**src/rtl/chroma_key_pipe_if.sv**
```systemverilog
// ============================================================================
// chroma_key_pipe_if : pixel stream into and out of the chroma-key stage
// Revision 1.0
// ============================================================================
`default_nettype none
`timescale 1ns/1ps

interface chroma_key_pipe_if #(
  parameter int DW = 8
) ();
  logic          in_valid;
  logic          in_sof;
  logic [DW-1:0] in_r;
  logic [DW-1:0] in_g;
  logic [DW-1:0] in_b;
  logic          out_valid;
  logic          out_sof;
  logic [DW-1:0] out_r;
  logic [DW-1:0] out_g;
  logic [DW-1:0] out_b;
  logic          out_keyed;

  // master: pixel source and sink around the stage; slave: the stage itself
  modport master (
    output in_valid, in_sof, in_r, in_g, in_b,
    input  out_valid, out_sof, out_r, out_g, out_b, out_keyed
  );
  modport slave (
    input  in_valid, in_sof, in_r, in_g, in_b,
    output out_valid, out_sof, out_r, out_g, out_b, out_keyed
  );
endinterface

`default_nettype wire

```
**src/rtl/chroma_key_pipe.sv**
```systemverilog
// ============================================================================
// chroma_key_pipe : 3-stage chroma-key scorer/filler with per-frame key count
// Revision 1.0
// ============================================================================
`default_nettype none
`timescale 1ns/1ps

module chroma_key_pipe #(
  parameter int DW         = 8,
  parameter int CNTW       = 20,
  parameter int THRESH_RST = 82906
) (
  input  wire logic            clk,
  input  wire logic            rst_n,
  chroma_key_pipe_if.slave     px,
  input  wire logic            key_en,
  input  wire logic [1:0]      key_sel,
  input  wire logic [1:0]      mode,
  input  wire logic [DW-1:0]   bg_r,
  input  wire logic [DW-1:0]   bg_g,
  input  wire logic [DW-1:0]   bg_b,
  input  wire logic [3*DW-1:0] thresh,
  output logic [CNTW-1:0]      frame_key_count,
  output logic                 count_valid
);

  localparam logic [3*DW-1:0] c_thresh_init = (3*DW)'(THRESH_RST);
  localparam logic [CNTW-1:0] c_cnt_max     = '1;

  // ---------------- shadow configuration ----------------
  logic            r_sh_en;
  logic [1:0]      r_sh_sel;
  logic [1:0]      r_sh_mode;
  logic [DW-1:0]   r_sh_bg_r, r_sh_bg_g, r_sh_bg_b;
  logic [3*DW-1:0] r_sh_thresh;

  logic w_load;
  assign w_load = px.in_valid & px.in_sof;

  always_ff @(posedge clk or negedge rst_n) begin
    if (!rst_n) begin
      r_sh_en     <= 1'b0;
      r_sh_sel    <= 2'd0;
      r_sh_mode   <= 2'd0;
      r_sh_bg_r   <= '0;
      r_sh_bg_g   <= '0;
      r_sh_bg_b   <= '0;
      r_sh_thresh <= c_thresh_init;
    end else if (w_load) begin
      r_sh_en     <= key_en;
      r_sh_sel    <= key_sel;
      r_sh_mode   <= mode;
      r_sh_bg_r   <= bg_r;
      r_sh_bg_g   <= bg_g;
      r_sh_bg_b   <= bg_b;
      r_sh_thresh <= thresh;
    end
  end

  // The sof pixel itself must already see the newly loaded configuration
  logic            w_cfg_en;
  logic [1:0]      w_cfg_sel;
  logic [1:0]      w_cfg_mode;
  logic [DW-1:0]   w_cfg_bg_r, w_cfg_bg_g, w_cfg_bg_b;
  logic [3*DW-1:0] w_cfg_thresh;

  assign w_cfg_en     = w_load ? key_en  : r_sh_en;
  assign w_cfg_sel    = w_load ? key_sel : r_sh_sel;
  assign w_cfg_mode   = w_load ? mode    : r_sh_mode;
  assign w_cfg_bg_r   = w_load ? bg_r    : r_sh_bg_r;
  assign w_cfg_bg_g   = w_load ? bg_g    : r_sh_bg_g;
  assign w_cfg_bg_b   = w_load ? bg_b    : r_sh_bg_b;
  assign w_cfg_thresh = w_load ? thresh  : r_sh_thresh;

  // ---------------- stage 1: channel select and differences ----------------
  logic [DW-1:0] w_k, w_a, w_b;

  always_comb begin
    w_k = px.in_g;
    w_a = px.in_r;
    w_b = px.in_b;
    case (w_cfg_sel)
      2'd1: begin
        w_k = px.in_b;
        w_a = px.in_r;
        w_b = px.in_g;
      end
      2'd2: begin
        w_k = px.in_r;
        w_a = px.in_g;
        w_b = px.in_b;
      end
      default: ;
    endcase
  end

  logic            r1_valid, r1_sof, r1_gt, r1_en;
  logic [DW-1:0]   r1_r, r1_g, r1_b, r1_k, r1_d1, r1_d2;
  logic [1:0]      r1_mode;
  logic [DW-1:0]   r1_bg_r, r1_bg_g, r1_bg_b;
  logic [3*DW-1:0] r1_thresh;

  always_ff @(posedge clk or negedge rst_n) begin
    if (!rst_n) begin
      r1_valid  <= 1'b0;
      r1_sof    <= 1'b0;
      r1_gt     <= 1'b0;
      r1_en     <= 1'b0;
      r1_r      <= '0;
      r1_g      <= '0;
      r1_b      <= '0;
      r1_k      <= '0;
      r1_d1     <= '0;
      r1_d2     <= '0;
      r1_mode   <= 2'd0;
      r1_bg_r   <= '0;
      r1_bg_g   <= '0;
      r1_bg_b   <= '0;
      r1_thresh <= '0;
    end else begin
      r1_valid  <= px.in_valid;
      r1_sof    <= px.in_valid & px.in_sof;
      // differences may wrap when k is not dominant; r1_gt masks them later
      r1_gt     <= (w_k > w_a) && (w_k > w_b);
      r1_en     <= w_cfg_en;
      r1_r      <= px.in_r;
      r1_g      <= px.in_g;
      r1_b      <= px.in_b;
      r1_k      <= w_k;
      r1_d1     <= w_k - w_a;
      r1_d2     <= w_k - w_b;
      r1_mode   <= w_cfg_mode;
      r1_bg_r   <= w_cfg_bg_r;
      r1_bg_g   <= w_cfg_bg_g;
      r1_bg_b   <= w_cfg_bg_b;
      r1_thresh <= w_cfg_thresh;
    end
  end

  // ---------------- stage 2: first partial product ----------------
  logic [2*DW-1:0] w_p1;
  assign w_p1 = {{DW{1'b0}}, r1_k} * {{DW{1'b0}}, r1_d1};

  logic            r2_valid, r2_sof, r2_gt, r2_en;
  logic [DW-1:0]   r2_r, r2_g, r2_b, r2_d2;
  logic [2*DW-1:0] r2_p1;
  logic [1:0]      r2_mode;
  logic [DW-1:0]   r2_bg_r, r2_bg_g, r2_bg_b;
  logic [3*DW-1:0] r2_thresh;

  always_ff @(posedge clk or negedge rst_n) begin
    if (!rst_n) begin
      r2_valid  <= 1'b0;
      r2_sof    <= 1'b0;
      r2_gt     <= 1'b0;
      r2_en     <= 1'b0;
      r2_r      <= '0;
      r2_g      <= '0;
      r2_b      <= '0;
      r2_d2     <= '0;
      r2_p1     <= '0;
      r2_mode   <= 2'd0;
      r2_bg_r   <= '0;
      r2_bg_g   <= '0;
      r2_bg_b   <= '0;
      r2_thresh <= '0;
    end else begin
      r2_valid  <= r1_valid;
      r2_sof    <= r1_sof;
      r2_gt     <= r1_gt;
      r2_en     <= r1_en;
      r2_r      <= r1_r;
      r2_g      <= r1_g;
      r2_b      <= r1_b;
      r2_d2     <= r1_d2;
      r2_p1     <= w_p1;
      r2_mode   <= r1_mode;
      r2_bg_r   <= r1_bg_r;
      r2_bg_g   <= r1_bg_g;
      r2_bg_b   <= r1_bg_b;
      r2_thresh <= r1_thresh;
    end
  end

  // ---------------- stage 3: score, compare, fill ----------------
  logic [3*DW-1:0] w_score;
  logic            w_keyed;
  logic [DW-1:0]   w_fill_r, w_fill_g, w_fill_b;

  assign w_score = r2_gt ? ({{DW{1'b0}}, r2_p1} * {{(2*DW){1'b0}}, r2_d2}) : '0;
  assign w_keyed = r2_en & (w_score > r2_thresh);

  always_comb begin
    w_fill_r = r2_r;
    w_fill_g = r2_g;
    w_fill_b = r2_b;
    case (r2_mode)
      2'd0: if (w_keyed) begin
        w_fill_r = '0;
        w_fill_g = '0;
        w_fill_b = '0;
      end
      2'd1: if (w_keyed) begin
        w_fill_r = r2_bg_r;
        w_fill_g = r2_bg_g;
        w_fill_b = r2_bg_b;
      end
      2'd2: begin
        w_fill_r = w_keyed ? '1 : '0;
        w_fill_g = w_keyed ? '1 : '0;
        w_fill_b = w_keyed ? '1 : '0;
      end
      default: ;
    endcase
  end

  always_ff @(posedge clk or negedge rst_n) begin
    if (!rst_n) begin
      px.out_valid <= 1'b0;
      px.out_sof   <= 1'b0;
      px.out_r     <= '0;
      px.out_g     <= '0;
      px.out_b     <= '0;
      px.out_keyed <= 1'b0;
    end else begin
      px.out_valid <= r2_valid;
      px.out_sof   <= r2_sof;
      if (r2_valid) begin
        px.out_r     <= w_fill_r;
        px.out_g     <= w_fill_g;
        px.out_b     <= w_fill_b;
        px.out_keyed <= w_keyed;
      end
    end
  end

  // ---------------- per-frame keyed-pixel counter ----------------
  logic [CNTW-1:0] r_acc;
  logic            r_seen;

  always_ff @(posedge clk or negedge rst_n) begin
    if (!rst_n) begin
      r_acc           <= '0;
      r_seen          <= 1'b0;
      frame_key_count <= '0;
      count_valid     <= 1'b0;
    end else begin
      count_valid <= 1'b0;
      if (px.out_valid && px.out_sof) begin
        if (r_seen) begin
          frame_key_count <= r_acc;
          count_valid     <= 1'b1;
        end
        r_acc  <= {{(CNTW-1){1'b0}}, px.out_keyed};
        r_seen <= 1'b1;
      end else if (px.out_valid && px.out_keyed && (r_acc != c_cnt_max)) begin
        r_acc <= r_acc + 1'b1;
      end
    end
  end

endmodule

`default_nettype wire

```
**src/flat_wrapper.sv**
```systemverilog
// flat-port wrapper written by rule: the top's interface ports become plain ports
module chroma_key_pipe_flat 
#(
  parameter int DW         = 8,
  parameter int CNTW       = 20,
  parameter int THRESH_RST = 82906
)
  (clk, rst_n, key_en, key_sel, mode, bg_r, bg_g, bg_b, thresh, frame_key_count, count_valid, px_in_valid, px_in_sof, px_in_r, px_in_g, px_in_b, px_out_valid, px_out_sof, px_out_r, px_out_g, px_out_b, px_out_keyed);
  chroma_key_pipe_if #(.DW(DW)) px_i ();
  input  wire logic clk;
  input  wire logic rst_n;
  input  wire logic key_en;
  input  wire logic [1:0] key_sel;
  input  wire logic [1:0] mode;
  input  wire logic [DW-1:0] bg_r;
  input  wire logic [DW-1:0] bg_g;
  input  wire logic [DW-1:0] bg_b;
  input  wire logic [3*DW-1:0] thresh;
  output logic [CNTW-1:0] frame_key_count;
  output logic count_valid;
  input wire logic [$bits(px_i.in_valid)-1:0] px_in_valid;
  input wire logic [$bits(px_i.in_sof)-1:0] px_in_sof;
  input wire logic [$bits(px_i.in_r)-1:0] px_in_r;
  input wire logic [$bits(px_i.in_g)-1:0] px_in_g;
  input wire logic [$bits(px_i.in_b)-1:0] px_in_b;
  output wire logic [$bits(px_i.out_valid)-1:0] px_out_valid;
  output wire logic [$bits(px_i.out_sof)-1:0] px_out_sof;
  output wire logic [$bits(px_i.out_r)-1:0] px_out_r;
  output wire logic [$bits(px_i.out_g)-1:0] px_out_g;
  output wire logic [$bits(px_i.out_b)-1:0] px_out_b;
  output wire logic [$bits(px_i.out_keyed)-1:0] px_out_keyed;
  assign px_i.in_valid = px_in_valid;
  assign px_i.in_sof = px_in_sof;
  assign px_i.in_r = px_in_r;
  assign px_i.in_g = px_in_g;
  assign px_i.in_b = px_in_b;
  assign px_out_valid = px_i.out_valid;
  assign px_out_sof = px_i.out_sof;
  assign px_out_r = px_i.out_r;
  assign px_out_g = px_i.out_g;
  assign px_out_b = px_i.out_b;
  assign px_out_keyed = px_i.out_keyed;
  chroma_key_pipe #(.DW(DW), .CNTW(CNTW), .THRESH_RST(THRESH_RST)) u_core (.clk(clk), .rst_n(rst_n), .px(px_i), .key_en(key_en), .key_sel(key_sel), .mode(mode), .bg_r(bg_r), .bg_g(bg_g), .bg_b(bg_b), .thresh(thresh), .frame_key_count(frame_key_count), .count_valid(count_valid));
endmodule
```
**config.mk**
```make
export PLATFORM = sky130hd
export DESIGN_NAME = chroma_key_pipe_flat
export DESIGN_NICKNAME = d
export VERILOG_FILES = /design/src/rtl/chroma_key_pipe_if.sv /design/src/rtl/chroma_key_pipe.sv /design/src/flat_wrapper.sv
export SDC_FILE = /design/constraint.sdc
export NUM_CORES = 1
export LEC_CHECK = 0
export ABC_AREA = 1
export ABC_CLOCK_PERIOD_IN_PS = 7100
export BUFFER_PORTS_ARGS = -buffer_cell sky130_fd_sc_hd__buf_2
export CORE_ASPECT_RATIO = 1.4
export CORE_UTILIZATION = 62
export CTS_CLUSTER_SIZE = 20
export DETAILED_ROUTE_END_ITERATION = 8
export PLACE_DENSITY = 0.89
export SYNTH_ARGS = -nofsm -noshare
export SYNTH_HDL_FRONTEND = slang
export SYNTH_SLANG_ARGS = --single-unit
```
**constraint.sdc**
```tcl
create_clock -name clk -period 7.1 [get_ports clk]
set_input_delay 0.71 -clock clk [delete_from_list [all_inputs] [get_ports clk]]
set_output_delay 0.71 -clock clk [all_outputs]
set_load 0.05 [all_outputs]
```
==> impl_metrics.json <==
{
  "outcome": "completed",
  "via_per_inst": 5.506,
  "post_cts_resized": 0,
  "die_w_um": 145.8,
  "drtIter0Drc": 1119,
  "wl_met1_um": 15910,
  "wl_met2_um": 22620,
  "cp.required_ns": 7.53,
  "dr.pass1.iters": 6,
  "cp-start-kind": "flop",
  "syn_nets": 2460,
  "clkTransAtPathRegs_ns": 0.07,
  "hold_viol": 0,
  "dr_wl_met3_um": 2603,
  "finalCritPeriodShare": 0.9341,
  "cts_tree": "yes",
  "crit_top_cell": "nand2_1",
  "cts-buffers-inserted": 27,
  "hp-class": "in2async",
  "slew_violations": 0,
  "grt_pass1_wl_um": 72960,
  "synth.cell_area_um2": 17950,
  "finalWirelength_um": 44050,
  "synth_common_cells": "nand2_1, inv_1, dfrtp_1, ha_1, fa_1",
  "synth_edf_count": 0,
  "ys_types": 42,
  "slowest_delay_ns": 0.57,
  "fill_cells": 2079,
  "drc": 0,
  "period_minus_slack_ns": 6.632,
  "antenna_found_initial": 0,
  "top_layer_used": "met4",
  "start_util": 0.6318,
  "holdBufCountCts": 0,
  "clock_skew_ns": 0.007987,
  "finalSetupViolations": 0,
  "synthCells": 2134,
  "portBuffers": 128,
  "crit_path_top_delay_cell": "fa_1",
  "yosysTopAreaCell": "dfrtp_1",
  "grt_max_degree": 171,
  "synth.most_common_cell": "nand2_1",
  "syn_avg_cell_area_um2": 8.410,
  "ys_async_sr_fraction": 1.000,
  "fin_nets": 2537,
  "yosys_warnings": 0,
  "area_growth_pct": 9.405,
  "routedWlPerCell_um": 16.90,
  "tns_ns": 0,
  "vias": 14355,
  "synth_top_area_frac": 0.3834,
  "rows": 73,
  "die_h_um": 203.3,
  "cp.buffers_inverters": 4,
  "dpl.hpwl_um": 32740,
  "grt.total_usage": 0.3115,
  "clock_sinks": 284,
  "critPathKind": "reg2reg",
  "synth_ff_type": "dfrtp_1",
  "ys_top_cells_by_area": "dfrtp_1, nand2_1, fa_1",
  "arrival_ns": 7.06,
  "max_cap_violations": 0,
  "ys_seq_area_frac": 0.3966,
  "worstMarginPinSlew_ns": 0.8898,
  "maxSlewHeadroom": 0.4068,
  "h-tree-depth": 1,
  "cts.path.max_buffers": 3,
  "worstSkewPairLatency_ns": 0.55,
  "critPathMaxFanout": 15,
  "ant_nets": 0,
  "timing.fmax_ghz": 0.1508,
  "hold_ws_ns": 0.1801,
  "critPathCaptureType": "flop",
  "grt_pass1_vias": 15207,
  "core_um2": 28410,
  "cts_root_buffer": "clkbuf_16",
  "antennaDiodeCount": 0,
  "die_area_um2": 29640,
  "ios": 129,
  "drive_above_1_share": 0.09857,
  "overflow": 0,
  "path_delay_family": "adder cells",
  "cts_setup_buffers": 0,
  "synth-seq-cells": 284,
  "gp_congestion": 0.9431
}
==> logic make-up after synthesis <==
family | Yosys count | synth area share
and+or+nand+nor | 897 | 0.1999
buffers and inverters | 484 | 0.1031
DFF | 284 | 0.3966
adders and majority gates | 245 | 0.2218
AOI/OAI and AO/OA | 181 | 0.05731
xor gates and xnor gates | 41 | 0.02001
muxes | 2 | 0.001255
==> metal layers <==
| metal | GRT usage | vias up |
|---|---|---|
| met2 | 0.5543 | 630 |
| met5 | 0 | - |
| met1 | 0.3580 | 6930 |
| met4 | 0.1962 | 0 |
| met3 | 0.03647 | 206 |
| li1 | - | 6589 |
==> final cells by class <==
class	count	area (µm²)	area share
timing repair buffer	137	730.7	0.03721
tap	375	469.2	0.02390
clock buffer	34	721.9	0.03677
clock inverter	16	108.9	0.005544
sequential	284	7123	0.3628
inverter	395	1483	0.07551
multi-input combinational	1366	8999	0.4583
==> through the flow <==
| step | std cells | setup WS, ns | cell area [µm²] | util |
|---|---|---|---|---|
| finish | 2607 | 0.4680 | 19640 | 0.6912 |
| global route | 2607 | -0.02829 | 19640 | 0.6912 |
| CTS | 2607 | 0.2894 | 19610 | 0.6904 |
| detailed placement | 2557 | 0.2902 | 18780 | 0.6612 |
| global placement | 2557 | 0.5576 | 18780 | 0.6612 |
| floorplan | 2134 | 1.161 | 17950 | - |
==> flip-flops by register name, summed over array words and instances (netlist names), 10 cells and up <==
register and count:
u_core.r_acc 20, u_core.frame_key_count 20, u_core.r1_thresh 10, u_core.r_sh_thresh 23, u_core.r2_thresh 24, u_core.r2_p1 16
==> final timing paths <==
path,startpoint,end,slack (ns),depth (start not counted)
min in group clk,px_in_g[2],u_core.r1_g[2],0.29,1
max reg2reg,u_core.r2_p1[2],u_core.px.out_r[7],0.47,33
max,u_core.r2_p1[2],u_core.px.out_r[7],0.47,33
max in group asynchronous,rst_n,u_core.r2_d2[3],5.50,2
min reg2reg,u_core.r1_g[3],u_core.r2_g[3],0.35,0
min,rst_n,u_core.r2_bg_r[6],0.18,1
==> placed cells by master (no fill, tap or decap), types with 3 or more instances in the layout <==
master,netlist,routed
a221o_1,8,8
clkinvlp_4,0,3
a21oi_1,57,57
nor4_1,5,5
buf_2,13,127
a21o_1,8,8
nand4_1,15,15
nand2_1,689,687
o21bai_1,6,6
ha_1,123,123
inv_2,6,6
clkinv_2,0,8
nand2_2,1,3
buf_4,0,8
clkbuf_16,0,27
a31oi_1,4,4
clkbuf_1,72,5
a211oi_1,3,3
dfrtp_2,0,4
nand3_1,58,58
o21ai_0,72,72
dfrtp_1,275,271
nand3_2,5,4
o31ai_1,7,7
o21ai_1,11,11
nor2_1,101,101
inv_1,388,388
xor2_1,33,33
inv_6,0,3
nor3_1,12,12
dfstp_2,9,9
xnor2_1,8,8
fa_1,122,122
Power is not shown: default switching activity piles up to over one toggle a cycle in this logic, so the estimate is an artifact.
